File: config.mk
export PLATFORM = sky130hd
export DESIGN_NAME = spi_adc_rx_mc
export DESIGN_NICKNAME = d
export VERILOG_FILES = /design/src/rtl/spi_adc_rx_mc.sv
export SDC_FILE = /design/constraint.sdc
export NUM_CORES = 1
export LEC_CHECK = 0
export ABC_AREA = 1
export CAP_MARGIN = 10
export CORE_MARGIN = 2
export CORE_UTILIZATION = 30
export DETAILED_ROUTE_END_ITERATION = 6
export SYNTH_ARGS = -nofsm -noshare
export SYNTH_HDL_FRONTEND = slang
export SYNTH_SLANG_ARGS = --single-unit
File: constraint.sdc
create_clock -name clock -period 2.7 [get_ports clock]
set_input_delay 0.54 -clock clock [delete_from_list [all_inputs] [get_ports clock]]
set_output_delay 0.54 -clock clock [all_outputs]
set_load 0.005 [all_outputs]
File: src/rtl/spi_adc_rx_mc.sv
// Multi-channel SPI slave receiver for the ADC input path.
// Deserialises MSB-first words, tags channels, detects idle gaps and short words.
module spi_adc_rx_mc #(
    parameter int WORD_BITS   = 16,
    parameter int CHANNELS    = 3,
    parameter int TIMEOUT     = 64,
    parameter int ERRCNT_BITS = 8,
    localparam int CW = (CHANNELS > 1) ? $clog2(CHANNELS) : 1
) (
    input  logic                   clock,
    input  logic                   reset,
    input  logic                   spi_clock_in,
    input  logic                   spi_data_in,
    output logic [WORD_BITS-1:0]   word_out,
    output logic [CW-1:0]          word_channel,
    output logic                   word_valid,
    output logic                   frame_done,
    output logic                   short_error,
    output logic [ERRCNT_BITS-1:0] error_count,
    output logic                   busy
);

    localparam int BW = $clog2(WORD_BITS + 1);
    localparam int IW = $clog2(TIMEOUT + 1);

    logic                 sck_s1, sck_s2, sck_s3;
    logic                 dat_s1, dat_s2;
    logic                 rise_r, dat_r;
    logic                 word_rdy;
    logic [WORD_BITS-1:0] shift_reg;
    logic [BW-1:0]        bit_cnt;
    logic [CW-1:0]        chan_cnt;
    logic [IW-1:0]        idle_cnt;

    assign busy = (bit_cnt != '0);

    always_ff @(posedge clock or posedge reset) begin
        if (reset) begin
            sck_s1       <= 1'b0;
            sck_s2       <= 1'b0;
            sck_s3       <= 1'b0;
            dat_s1       <= 1'b0;
            dat_s2       <= 1'b0;
            rise_r       <= 1'b0;
            dat_r        <= 1'b0;
            word_rdy     <= 1'b0;
            shift_reg    <= '0;
            bit_cnt      <= '0;
            chan_cnt     <= '0;
            idle_cnt     <= '0;
            word_out     <= '0;
            word_channel <= '0;
            word_valid   <= 1'b0;
            frame_done   <= 1'b0;
            short_error  <= 1'b0;
            error_count  <= '0;
        end else begin
            sck_s1      <= spi_clock_in;
            sck_s2      <= sck_s1;
            sck_s3      <= sck_s2;
            dat_s1      <= spi_data_in;
            dat_s2      <= dat_s1;
            // Registered edge detect keeps data and strobe aligned
            rise_r      <= sck_s2 & ~sck_s3;
            dat_r       <= dat_s2;
            word_valid  <= 1'b0;
            frame_done  <= 1'b0;
            short_error <= 1'b0;
            word_rdy    <= 1'b0;

            if (rise_r) begin
                shift_reg <= {shift_reg[WORD_BITS-2:0], dat_r};
                bit_cnt   <= bit_cnt + 1'b1;
                idle_cnt  <= '0;
                word_rdy  <= (bit_cnt == BW'(WORD_BITS - 1));
            end else begin
                if (idle_cnt != IW'(TIMEOUT))
                    idle_cnt <= idle_cnt + 1'b1;
                // One-shot on the cycle the idle gap reaches TIMEOUT
                if (idle_cnt == IW'(TIMEOUT - 1)) begin
                    chan_cnt <= '0;
                    if (bit_cnt != '0) begin
                        bit_cnt     <= '0;
                        short_error <= 1'b1;
                        if (error_count != '1)
                            error_count <= error_count + 1'b1;
                    end
                end
            end

            if (word_rdy) begin
                word_out     <= shift_reg;
                word_channel <= chan_cnt;
                word_valid   <= 1'b1;
                frame_done   <= (chan_cnt == CW'(CHANNELS - 1));
                bit_cnt      <= '0;
                if (chan_cnt == CW'(CHANNELS - 1))
                    chan_cnt <= '0;
                else
                    chan_cnt <= chan_cnt + 1'b1;
            end
        end
    end

endmodule

==> key figures <==
Synthesis
  • Syn Nets: 326
  • Ys flop type: dfrtp_1
  • Cell with the most instances after synthesis: nand2_1
  • Cell count after synthesis: 316
  • Post-synthesis adder-cell area fraction: 0.0268
  • Synth top cells by count: 129 x nand2_1, 67 x dfrtp_1, 22 x inv_1
  • Post-Synth Simple-Gate Area: 0.260
  • Sequential area share after synthesis: 0.599
  • FFs w/ async S/R, synth: 1.00
  • Synthesized flop and latch total: 67
  • Post-Synthesis Cell Area: 2800 µm²
  • Top-area cell type share of the netlist area: 0.599
  • Post-synthesis mux area share: 0
  • Number of synthesized flops with an enable pin: 0
  • Yosys top cell by area: dfrtp_1
  • Synth Area in Compound Gates: 0.0456
  • Largest family of logic cells by synthesized area: simple AND/OR/NAND/NOR gates
  • Ranking of synthesized cells by area: dfrtp_1 60%, nand2_1 17%, inv_1 3.0%, ha_1 2.7%, nor2_1 2.7%
  • Post-synth cell types: 23
  • Synth Area in XOR/XNOR: 0.0157
  • Yosys warning count: 0
  • Mapped Avg Cell Area: a little under 9 µm²

Clock network
  • Clk_lat worst skew: 0.34 ns
  • Root Driver: clkbuf_8
  • CTS tree: built
  • Clock-pin slew on the worst setup and hold paths: about 0.07 ns
  • Post_cts resized: 0
  • Setup repair bufs after CTS: 0
  • CTS sink count: 67
  • Hold Buf Count CTS: 0
  • Clock Path Buffers: 2
  • Clock buffer count from CTS: 9
  • Htree depth: 3

Outcome
  • Outcome: finished, final reports clean

Layout
  • Post-Layout Cell Count: 469
  • Layout cells sized above 1: 0.0810
  • Design area: 3490 µm²
  • Final core occ: 0.382
  • Ant diodes: 0
  • Nets: 363
  • Area delta synth->final: 24.8%

Detailed routing
  • Final ANT Viol Nets: 0
  • Via Count: 2110
  • Vias per std cell: 4.50
  • Initial DRC Count: 96
  • WL per Instance: 11.1 µm
  • DRT Wirelength: 5.22 mm
  • First-pass DRT Iterations: 4
  • Residual DRC: 0

Critical path
  • Crit path to: busy
  • Crit end category: output pin
  • R2R Path End: error_count[4]
  • Crit path launch type: flop
  • Reg2Reg Launch Point: rise_r
  • Cells along the critical path: inv_1, ha_1, inv_1, nor2_1, nand2_1, clkdlybuf4s50_1
  • Cells on worst reg2reg path: 5
  • CP Max Fanout: 4
  • CP arrival: 1.70 ns
  • CP Data Required Time: 2.16 ns
  • CP dominant cell by count: inv_1
  • CP Class: flop to output pin
  • CP max stage cell: clkdlybuf4s50_1
  • CP Launch Point: bit_cnt[0]
  • FF-to-FF setup slack: 1.14 ns
  • Slowest cell delay on critical path: between 0.5 and 0.6 ns

Floorplanning
  • Initial Util: 0.306
  • # IOs: 34
  • Row count: 35
  • Vert. Die Dim: 101 µm
  • Core area: 9150 µm²
  • Die X: 101 µm
  • Die Area: 10100 µm²

Timing
  • Hold slack final: 0.351 ns
  • Slew headroom: 0.619
  • Unrepaired setup endpoints after global routing: no
  • Worst-Margin Slew: 0.571 ns
  • Min Tclk post-route: 2.24 ns
  • Final slew viol count: 0
  • Final Hold Fails: 0
  • Clock Skew: 0.0113 ns
  • FMAX: 0.447 GHz
  • Period utilisation layout: 0.829
  • Post-Route Setup TNS: 0 ns
  • Setup violations, final: 0

Power and ir drop
  • Switching Fraction: 0.262
  • Leakage power: 1.71 nW
  • Sequential share of power: 0.491
  • NetSw: 639 µW
  • Clk pwr share: 0.395
  • Max IR drop VDD: 0.000252 V
  • Logic pwr share: 0.114
  • Power per cell area: around 700 nW/µm²
  • Internal power: 1.80 mW

GRT
  • Total grt overflow: 0
  • Vias in the first global route: 2082
  • Initial antenna violation count: 0
  • Largest net degree at the start of global routing: 68
  • GRT Total Usage: 0.119
  • First-pass GRT wire length: roughly 9.5 mm

Placement
  • Final Wtd Congestion: 0.775
  • Placed inst area: 3260 µm²
  • DPL Wire Length: 3.45 mm
  • I/O Buffers: 33
  • Placed Cells: approximately 450

Run
  • Max-cap viol count: 0

Min path
  • Worst hold path type: flop to flop
## routing by layer
metal	routed length (µm)	vias to the layer above	track usage
li1	-	1056	-
met1	2480	1006	0.145
met2	2380	37	0.194
met3	245	11	0.0374
met4	112	0	0.0569
met5	0	-	0
## area by class of cell
class	count	area, µm²
Fill cell	884	5660
Sequential cell	67	1680
Multi-Input combinational cell	211	975
Timing Repair Buffer	35	358
Clock buffer	11	151
Tap cell	111	139
Inverter	29	109
Clock inverter	5	83.8
## worst max-delay path, delay by kind of cell (launching register included)
| kind | cells | cell delay (ns) |
|---|---|---|
| AND/OR/NAND/NOR | 2 | 0.14 |
| flip-flops | 1 | 0.39 |
| buffers and inverters | 3 | 0.64 |
| adder cells (fa/ha/maj) | 1 | 0.20 |
## cells by family after synthesis
group	count (synthesis)
adder cells (fa/ha/maj)	6
buffers and inverters	38
flip-flops	67
AND/OR/NAND/NOR	175
AO/OA/AOI/OAI	25
XOR/XNOR	5
## per-stage QoR
stage               setup slack, ns  total power, mW
finish                        0.463             2.44
global route                  0.345             2.59
CTS                           0.439             2.47
detailed placement            0.818             1.50
global placement              0.850             1.48
floorplan                     0.477             1.40
## power by group through the flow
| stage | Clock, mW | Combinational, mW | Sequential (mW) |
|---|---|---|---|
| final | 0.964 | 0.279 | 1.20 |
| after global routing | 1.04 | 0.331 | 1.22 |
| after CTS | 0.991 | 0.285 | 1.20 |
| after detailed placement | 0 | 0.284 | 1.22 |
| after global placement | 0 | 0.272 | 1.21 |
| after floorplan | 0 | 0.205 | 1.19 |
## worst min path at each step
stage,slack (ns),endpoint,cells past startpoint,from
finish,0.35,sck_s2,0,sck_s1
global route,0.36,dat_s2,0,dat_s1
CTS,0.35,sck_s2,0,sck_s1
detailed placement,0.34,dat_s2,0,dat_s1
global placement,0.33,dat_s2,0,dat_s1
floorplan,0.33,dat_r,0,dat_s2
## cell usage in the layout, fill, tap and decap left out
master and instances:
o21ai_0 5, nand2_1 129, nor2_1 20, inv_1 21, o21ai_1 14, ha_1 6, clkinv_1 3, clkbuf_8 11
nor3_1 1, buf_4 1, nand3_2 2, buf_12 1, inv_6 1, bufinv_16 2, nand2_2 1, a21oi_1 5
nand4_1 7, inv_2 5, dfrtp_1 67, clkdlybuf4s50_1 33, nand3b_1 2, clkinvlp_4 2, o31ai_1 1, or2_2 1
nand3_1 10, nor2_4 2, xor2_1 5
Power figures use the tool's default switching activity.
